File: src/rtl/quad_pkg.sv
// Shared opcode and FSM state encodings plus default response bytes for the
// flight-controller command path.
package quad_pkg;

    typedef enum logic [7:0] {
        OpReqBatt  = 8'h01,
        OpSetPtch  = 8'h02,
        OpSetRoll  = 8'h03,
        OpSetYaw   = 8'h04,
        OpSetThrst = 8'h05,
        OpCalibrate = 8'h06,
        OpEmerLand = 8'h07,
        OpMtrsOff  = 8'h08
    } opcode_e;

    typedef enum logic [2:0] {
        StIdle,
        StWaitCnv,
        StSpinUp,
        StWaitCal,
        StWaitSent
    } cmd_state_e;

    localparam logic [7:0] AckDefault = 8'hA5;
    localparam logic [7:0] NakDefault = 8'hEE;

    localparam int unsigned SpinCntWidth = 26;

endpackage

File: src/rtl/spinup_tmr.sv
// ESC spin-up timer: saturating 26-bit counter with terminal-count flag.
// FAST_SIM_EN shortens the terminal count to 2^9 clocks for simulation.
module spinup_tmr
    import quad_pkg::*;
(
    input  logic clk,
    input  logic rst_n,
    input  logic en_i,
    input  logic clr_i,
    output logic tc_o
);

`ifdef FAST_SIM_EN
    localparam logic [SpinCntWidth-1:0] TermCnt = SpinCntWidth'(1 << 9);
`else
    localparam logic [SpinCntWidth-1:0] TermCnt = SpinCntWidth'(1 << 25);
`endif

    logic [SpinCntWidth-1:0] cnt_q, cnt_d;

    always_comb begin
        cnt_d = cnt_q;
        if (clr_i) begin
            cnt_d = '0;
        end else if (en_i && (cnt_q != '1)) begin
            cnt_d = cnt_q + 1'b1;
        end
    end

    always_ff @(posedge clk or negedge rst_n) begin
        if (!rst_n) begin
            cnt_q <= '0;
        end else begin
            cnt_q <= cnt_d;
        end
    end

    // Flag on the last counted cycle so the FSM's registered strt_cal lands
    // exactly TermCnt clocks after entering spin-up.
    assign tc_o = (cnt_q == TermCnt - 1'b1);

endmodule

File: src/rtl/cmd_cfg.sv
// Command decoder/configuration FSM between the UART command wrapper and the
// flight controller. Spin-up length depends on FAST_SIM_EN (see spinup_tmr).
module cmd_cfg
    import quad_pkg::*;
#(
    parameter logic [7:0] ACK_VAL = AckDefault,
    parameter logic [7:0] NAK_VAL = NakDefault
) (
    input  logic        clk,
    input  logic        rst_n,
    input  logic        cmd_rdy,
    input  logic [7:0]  cmd,
    input  logic [15:0] data,
    output logic        clr_cmd_rdy,
    output logic [7:0]  resp,
    output logic        send_resp,
    input  logic        resp_sent,
    output logic        strt_cnv,
    input  logic        cnv_cmplt,
    input  logic [7:0]  batt,
    output logic        strt_cal,
    output logic        inertial_cal,
    input  logic        cal_done,
    output logic [15:0] d_ptch,
    output logic [15:0] d_roll,
    output logic [15:0] d_yaw,
    output logic [8:0]  thrst,
    output logic        motors_off
);

    cmd_state_e  state_q, state_d;
    logic [15:0] d_ptch_q, d_ptch_d, d_roll_q, d_roll_d, d_yaw_q, d_yaw_d;
    logic [8:0]  thrst_q, thrst_d;
    logic [7:0]  resp_q, resp_d;
    logic        motors_off_q, motors_off_d;
    logic        inertial_cal_q, inertial_cal_d;
    logic        send_resp_q, send_resp_d;
    logic        strt_cnv_q, strt_cnv_d;
    logic        strt_cal_q, strt_cal_d;
    logic        tmr_tc;

    spinup_tmr u_spinup_tmr (
        .clk   (clk),
        .rst_n (rst_n),
        .en_i  (state_q == StSpinUp),
        .clr_i ((state_q != StSpinUp) || tmr_tc),
        .tc_o  (tmr_tc)
    );

    always_comb begin
        state_d        = state_q;
        d_ptch_d       = d_ptch_q;
        d_roll_d       = d_roll_q;
        d_yaw_d        = d_yaw_q;
        thrst_d        = thrst_q;
        resp_d         = resp_q;
        motors_off_d   = motors_off_q;
        inertial_cal_d = inertial_cal_q;
        send_resp_d    = 1'b0;
        strt_cnv_d     = 1'b0;
        strt_cal_d     = 1'b0;
        clr_cmd_rdy    = 1'b0;

        unique case (state_q)
            StIdle: begin
                if (cmd_rdy) begin
                    clr_cmd_rdy = 1'b1;
                    send_resp_d = 1'b1;
                    resp_d      = ACK_VAL;
                    state_d     = StWaitSent;
                    case (cmd)
                        OpReqBatt: begin
                            send_resp_d = 1'b0;
                            resp_d      = resp_q;
                            strt_cnv_d  = 1'b1;
                            state_d     = StWaitCnv;
                        end
                        OpSetPtch:  d_ptch_d = data;
                        OpSetRoll:  d_roll_d = data;
                        OpSetYaw:   d_yaw_d  = data;
                        OpSetThrst: thrst_d  = data[8:0];
                        OpCalibrate: begin
                            send_resp_d    = 1'b0;
                            resp_d         = resp_q;
                            motors_off_d   = 1'b0;
                            inertial_cal_d = 1'b1;
                            d_ptch_d       = '0;
                            d_roll_d       = '0;
                            d_yaw_d        = '0;
                            thrst_d        = '0;
                            state_d        = StSpinUp;
                        end
                        OpEmerLand: begin
                            d_ptch_d = '0;
                            d_roll_d = '0;
                            d_yaw_d  = '0;
                            thrst_d  = '0;
                        end
                        OpMtrsOff: motors_off_d = 1'b1;
                        default:   resp_d = NAK_VAL;
                    endcase
                end
            end
            StWaitCnv: begin
                if (cnv_cmplt) begin
                    resp_d      = batt;
                    send_resp_d = 1'b1;
                    state_d     = StWaitSent;
                end
            end
            StSpinUp: begin
                if (tmr_tc) begin
                    strt_cal_d = 1'b1;
                    state_d    = StWaitCal;
                end
            end
            StWaitCal: begin
                if (cal_done) begin
                    inertial_cal_d = 1'b0;
                    resp_d         = ACK_VAL;
                    send_resp_d    = 1'b1;
                    state_d        = StWaitSent;
                end
            end
            StWaitSent: begin
                if (resp_sent) begin
                    state_d = StIdle;
                end
            end
            default: state_d = StIdle;
        endcase
    end

    always_ff @(posedge clk or negedge rst_n) begin
        if (!rst_n) begin
            state_q        <= StIdle;
            d_ptch_q       <= '0;
            d_roll_q       <= '0;
            d_yaw_q        <= '0;
            thrst_q        <= '0;
            resp_q         <= '0;
            motors_off_q   <= 1'b1;
            inertial_cal_q <= 1'b0;
            send_resp_q    <= 1'b0;
            strt_cnv_q     <= 1'b0;
            strt_cal_q     <= 1'b0;
        end else begin
            state_q        <= state_d;
            d_ptch_q       <= d_ptch_d;
            d_roll_q       <= d_roll_d;
            d_yaw_q        <= d_yaw_d;
            thrst_q        <= thrst_d;
            resp_q         <= resp_d;
            motors_off_q   <= motors_off_d;
            inertial_cal_q <= inertial_cal_d;
            send_resp_q    <= send_resp_d;
            strt_cnv_q     <= strt_cnv_d;
            strt_cal_q     <= strt_cal_d;
        end
    end

    assign d_ptch       = d_ptch_q;
    assign d_roll       = d_roll_q;
    assign d_yaw        = d_yaw_q;
    assign thrst        = thrst_q;
    assign resp         = resp_q;
    assign motors_off   = motors_off_q;
    assign inertial_cal = inertial_cal_q;
    assign send_resp    = send_resp_q;
    assign strt_cnv     = strt_cnv_q;
    assign strt_cal     = strt_cal_q;

endmodule

File: config.mk
export PLATFORM = sky130hd
export DESIGN_NAME = cmd_cfg
export DESIGN_NICKNAME = d
export VERILOG_FILES = /design/src/rtl/quad_pkg.sv /design/src/rtl/spinup_tmr.sv /design/src/rtl/cmd_cfg.sv
export SDC_FILE = /design/constraint.sdc
export NUM_CORES = 1
export LEC_CHECK = 0
export BUFFER_PORTS_ARGS = -buffer_cell sky130_fd_sc_hd__buf_2
export CORE_MARGIN = 10
export CORE_UTILIZATION = 50
export DETAILED_ROUTE_END_ITERATION = 8
export GPL_TIMING_DRIVEN = 0
export PLACE_DENSITY = 0.74
export SYNTH_ARGS = -nofsm -noshare
export SYNTH_HDL_FRONTEND = slang
export SYNTH_SLANG_ARGS = --single-unit
File: constraint.sdc
create_clock -name clk -period 4.27 [get_ports clk]
set_input_delay 0.2135 -clock clk [delete_from_list [all_inputs] [get_ports clk]]
set_output_delay 0.2135 -clock clk [all_outputs]
set_load 0.02 [all_outputs]
Word-level counts from Yosys, hierarchy flattened
Cells that the tools add are included.
{"block": "totals", "latchBits": 0, "memories": 0, "word_cells": 92, "input_bits": 38, "romBits": 0, "register_bits": 99, "mem_bits_rw": 0}
{"block": "op_classes", "bitwise": 0, "reduce_logical": 22, "div_mod_pow": 0, "n_addsub": 1, "eq_ne": 22, "n_lt_le_gt_ge": 0, "multipliers": 0, "shifts": 0, "n_mux": 35}
{"cell": "16-bit case mux with 2 select lines", "n": 3}
{"cell": "26-bit two-way mux", "n": 2}
{"cell": "8-bit by 3-bit equality test with 1-bit output (second input constant)", "n": 4}
{"cell": "26-bit by 1-bit adder with 26-bit output (second input constant)", "n": 1}
{"cell": "26-bit by 25-bit equality test with 1-bit output (second input constant)", "n": 1}
{"cell": "26-bit != test (second input constant)", "n": 1}
{"cell": "8-bit two-way mux", "n": 3}
{"cell": "8-bit case mux with 3 select lines", "n": 1}
{"cell": "9-bit case mux with 2 select lines", "n": 1}
{"cell": "8-bit by 2-bit equality test with 1-bit output (second input constant)", "n": 2}
{"cell": "8-bit case mux with 2 select lines", "n": 1}
{"cell": "3-bit two-way mux", "n": 5}
{"cell": "3-bit case mux with 5 select lines", "n": 1}
{"cell": "3-bit AND reduction", "n": 5}
{"cell": "1-bit two-way mux", "n": 14}
{"cell": "2-bit nonzero test", "n": 7}
{"cell": "2-bit != test (second input constant)", "n": 6}
{"cell": "5-bit AND reduction", "n": 2}
{"cell": "8-bit by 1-bit equality test with 1-bit output (second input constant)", "n": 1}
{"cell": "8-bit by 4-bit equality test with 1-bit output (second input constant)", "n": 1}
{"cell": "3-bit by 2-bit equality test with 1-bit output (second input constant)", "n": 2}
{"cell": "3-bit case mux with 2 select lines", "n": 1}
{"cell": "6-bit OR reduction", "n": 1}
{"cell": "1-bit case mux with 2 select lines", "n": 2}
{"cell": "other kinds (11)", "n": 12}

Depth between registers and ports, before layout
{"block": "depth", "depth_word": 5, "ltp_mapped": 7, "ltp_nobuf": 6}

Modules after synthesis
Synthesis repeated with hierarchy kept, for this count alone.
{"block": "hier_totals", "hier_cells": 390, "area_unflattened_um2": 4775.8}
{"module": "cmd_cfg", "area_per_inst_um2": 3168.0, "cells_per_inst": 225, "seq_area_each_um2": 1828.0, "instances": 1}
{"module": "spinup_tmr", "area_per_inst_um2": 1607.8, "cells_per_inst": 165, "seq_area_each_um2": 650.6, "instances": 1}

Worst setup path after synthesis
OpenSTA, ideal clock, no wires.
{"block": "synth_timing", "path_type": "register -> register", "start": "register u_spinup_tmr.cnt_q[0]", "end": "register u_spinup_tmr.cnt_q[17]", "stages_incl_launch_ff": 7, "t_arrival_ns": 1.890, "path_slack_ns": 2.244, "path_buffers": 0, "synth_period_minus_slack_ns": 2.026, "setup_time_ns": 0.137, "t_required_ns": 4.133, "cell_sequence": "dfrtp_1 ha_1 nand4_1 or4_4 or3_4 nand3_1 a31oi_1"}
{"block": "synth_between", "elab_chain_cells": 3, "elab_cells_between_ends": 8, "cone_classes": "1 x add/sub; 2 x eq/ne; 2 x mux; 3 x reduce/logical"}
{"item": "from (decl)", "line": "spinup_tmr.sv:19", "text": "logic [SpinCntWidth-1:0] cnt_q, cnt_d;"}
{"item": "from (signal assigned)", "line": "spinup_tmr.sv:34", "text": "cnt_q <= cnt_d;"}
{"item": "26-bit by 1-bit adder with 26-bit output (tied with other cells)", "line": "spinup_tmr.sv:26", "text": "cnt_d = cnt_q + 1'b1;"}
{"item": "26-bit two-way mux (tied with other cells)", "line": "spinup_tmr.sv:25", "text": "end else if (en_i && (cnt_q != '1)) begin"}
{"item": "26-bit two-way mux / 2-bit nonzero test (equally long branches)"}
Several ways; a longest one is shown, not always the timed one. The select of a mux whose other input is x is not followed.
A chain may end at the register's enable or synchronous reset.

Worst setup path after layout
{"block": "layout_timing", "start": "register u_spinup_tmr.cnt_q[25]", "end": "register u_spinup_tmr.cnt_q[15]"}
{"block": "layout_between", "elab_chain_cells": 3, "elab_cells_between_ends": 6, "cone_classes": "2 x eq/ne; 1 x mux; 3 x reduce/logical"}
{"item": "26-bit by 25-bit equality test with 1-bit output / 26-bit != test (equally long branches)", "line": "spinup_tmr.sv:40, spinup_tmr.sv:25"}
{"item": "1-bit logical OR / 1-bit logical AND (equally long branches)", "line": "cmd_cfg.sv:46, spinup_tmr.sv:25"}
{"item": "26-bit two-way mux / 2-bit nonzero test (equally long branches)"}
Several ways; a longest one is shown, not always the timed one.

==> summary.txt <==
Timing
  – Post-Route Setup TNS: 0 ps
  – Min cycle time layout: 2401 ps
  – Worst-case clock skew: 14.55 ps
  – Hold Fails Final Rpt: 0
  – Final setup margin: 1869 ps
  – RSZ-0062 raised after global routing: false
  – Slew Limit Fails: 0
  – Period utilisation layout: 0.5624
  – Fmax achieved: 0.4164 GHz
  – Slew HR: 0.3363
  – Setup Viol. Count Final: 0
  – Worst slew pin tran: 986.5 ps

Worst hold path
  – Hold Path Class: in2reg
  – Hold Startpoint: batt[4]

GRT
  – Initial antenna violation count: 0
  – GRT overflow: 0
  – Largest net degree at the start of global routing: 74
  – GRT Total Usage: 0.1805
  – First-pass GRT wire length: 19300 um
  – Vias in the first global route: 3784

CTS
  – Total CTS buffers: 9
  – Root buf cell: clkbuf_8
  – Later-pin clock latency in the skew report: 360 ps
  – Clk slew on worst S/H paths: 100 ps
  – Bufs on Longest Clock Path: 2
  – CTS tree: done
  – Htree depth: 3
  – Clock sink total: 99

Setup path
  – Max Fanout on Critical Path: 9
  – Reg2Reg Launch Point: u_spinup_tmr.cnt_q[25]$_DFFE_PN0P_
  – Crit path max-delay cell type: nor4_1
  – Critical Path End Type: flop
  – Arr. time, crit path: 2700 ps
  – Cell chain of the critical path: clkbuf_1, nand4_1, nor4_1, a2111o_1, xnor2_1, nor2b_1
  – Worst setup SP type: flop
  – CP startpoint: u_spinup_tmr.cnt_q[25]$_DFFE_PN0P_
  – Slowest cell delay on critical path: 820 ps
  – Data required, critical path: 4570 ps
  – Worst Setup Path Type: reg2reg

Route
  – DRT Pass-1 Iters: 4
  – Starting DRC count in detailed routing: 179
  – DR vias/cell: 5.577
  – Routed WL: 11570 um
  – Via count: 3787
  – Wirelength per Cell: 17.05 um
  – ANT nets after route: 0
  – DRC violations left: 0

Die
  – Die Wd: 113.8 um
  – Initial Util: 0.5091
  – Core area: 0.008636 sq mm
  – Chip Height: 113.8 um
  – Row cnt: 34
  – DIE AREA: 0.01294 sq mm
  – I/O pin cnt: 109

Final layout
  – Highest-count cells in the layout ignoring fill and taps: buf_2, dfrtp_1, nand2_1
  – Final nets: 605
  – ANT cells: 0
  – Commonest non-fill, non-tap cell in the layout: buf_2
  – Fraction of layout cells with a size suffix above 1: 0.2644
  – Synth-to-layout area growth: 20.75%

Place
  – # port buffers: 105
  – Routability cong.: 0.8796
  – Dpl ws: 1979 ps
  – Post-detail-place hpwl: 8738 um

Synthesis
  – Net Count, Synth: 487
  – Synth warn: 0
  – Dominant synthesized flop cell: dfrtp_1
  – Syn_area_per_cell: 9.814 sq um
  – FF+latch count, synth: 99
  – Cells after synthesis: 448
  – Fraction of registers with async set/reset: 1.000
  – Mapped Area: 0.004397 sq mm
  – Register area share after synthesis: 0.5637
  – Number of synthesized flops with an enable pin: 0
  – Yosys cell types: 55

Outcome
  – Run status: finished, final reports clean

Pwr
  – Leakage power: 2.532 nW
  – Peak supply drop: 0.2780 mV
  – PwrDens: 425.8 mW/mm^2

Run
  – Max Cap Viol: 0
-- cell families (layout without fill, tap and decap cells) --
family / Yosys count / in the layout / share of synthesized area
xor gates and xnor gates: 10 / 10 / 0.01992
buffers and inverters: 32 / 155 / 0.02903
and+or+nand+nor: 188 / 188 / 0.2174
AOI/OAI and AO/OA: 109 / 109 / 0.1454
adders and majority gates: 1 / 1 / 0.002845
muxes: 9 / 9 / 0.02163
DFF: 99 / 99 / 0.5637
-- sequential cells by signal, summed over array words and instances (netlist names) --
| signal | cells |
|---|---|
| d_ptch | 16 |
| d_roll | 16 |
| d_yaw | 16 |
| inertial_cal | 1 |
| motors_off | 1 |
| resp | 8 |
| send_resp | 1 |
| state_q | 3 |
| strt_cal | 1 |
| strt_cnv | 1 |
| thrst | 9 |
| u_spinup_tmr.cnt_q | 26 |
-- metrics by stage --
stage            util  hold WS (ps)  power [mW]  instances  area (sq um)
2_1_floorplan       -        -82.09       1.440        448          4397
6_report       0.6147         87.63       2.260        679          5309
4_1_cts        0.6147         71.90       2.280        679          5309
3_5_place_dp   0.5891         153.2       1.659        662          5087
3_3_place_gp   0.5856         433.1       1.641        661          5057
5_1_grt        0.6147         91.04       2.374        679          5309
-- cell usage after synthesis, types with 6 or more instances --
library cell / instances / area share
o21ai_1: 58 / 0.066
nand4_1: 9 / 0.013
inv_1: 11 / 0.0094
xnor2_1: 9 / 0.018
nand3_1: 18 / 0.020
or3_1: 9 / 0.013
clkbuf_1: 15 / 0.013
nor2_1: 19 / 0.016
nor3_1: 6 / 0.0068
a21oi_1: 17 / 0.019
buf_2: 6 / 0.0068
nand2_1: 89 / 0.076
dfrtp_1: 98 / 0.56
o21ai_0: 6 / 0.0068
-- area by class of cell --
class / instances / area (sq um)
Fill cell: 756 / 3327
Sequential cell: 99 / 2479
Multi-Input combinational cell: 317 / 1790
Timing Repair Buffer: 107 / 565.5
Tap cell: 108 / 135.1
Clock buffer: 10 / 127.6
Buffer: 21 / 86.33
Clock inverter: 6 / 83.83
Inverter: 11 / 41.29
-- worst max-delay path: cells and delay by family (launching register included) --
family | cells | cell delay [ps]
simple gates | 3 | 1260
compound gates | 1 | 300
buf+inv | 1 | 350
xor+xnor | 1 | 110
flops | 1 | 330
-- layer usage --
metal,routed length (um),vias to the layer above,track usage
li1,-,1817,-
met1,5049,1840,0.2314
met2,5451,112,0.2833
met3,847,18,0.05669
met4,225,0,0.06182
met5,0,-,0
-- final timing paths --
path | to | slack (ps) | cells after the start
worst max-delay path | u_spinup_tmr.cnt_q[15]$_DFFE_PN0P_ | 1870 | 6
worst min-delay path | resp[4]$_DFFE_PN0P_ | 90 | 3
worst max register to register | u_spinup_tmr.cnt_q[15]$_DFFE_PN0P_ | 1870 | 6
worst min register to register | d_ptch[0]$_DFFE_PN0P_ | 480 | 2
max in group asynchronous | d_yaw[1]$_DFFE_PN0P_ | 3290 | 3
min in group asynchronous | u_spinup_tmr.cnt_q[18]$_DFFE_PN0P_ | 290 | 2
-- where the power goes --
part	total, mW	internal (mW)	switching (mW)
clock network	0.627	0.285	0.342
logic	0.513	0.177	0.336
registers	1.12	1.05	0.0715
-- timing repair --
item                                   in CTS  in global routing
endpoints found under the hold margin      26                  0
setup buffers                               0                  0
resized for setup                           0                  0
hold buffers                                1                  0
No activity file was read; power rests on OpenSTA's default activity.
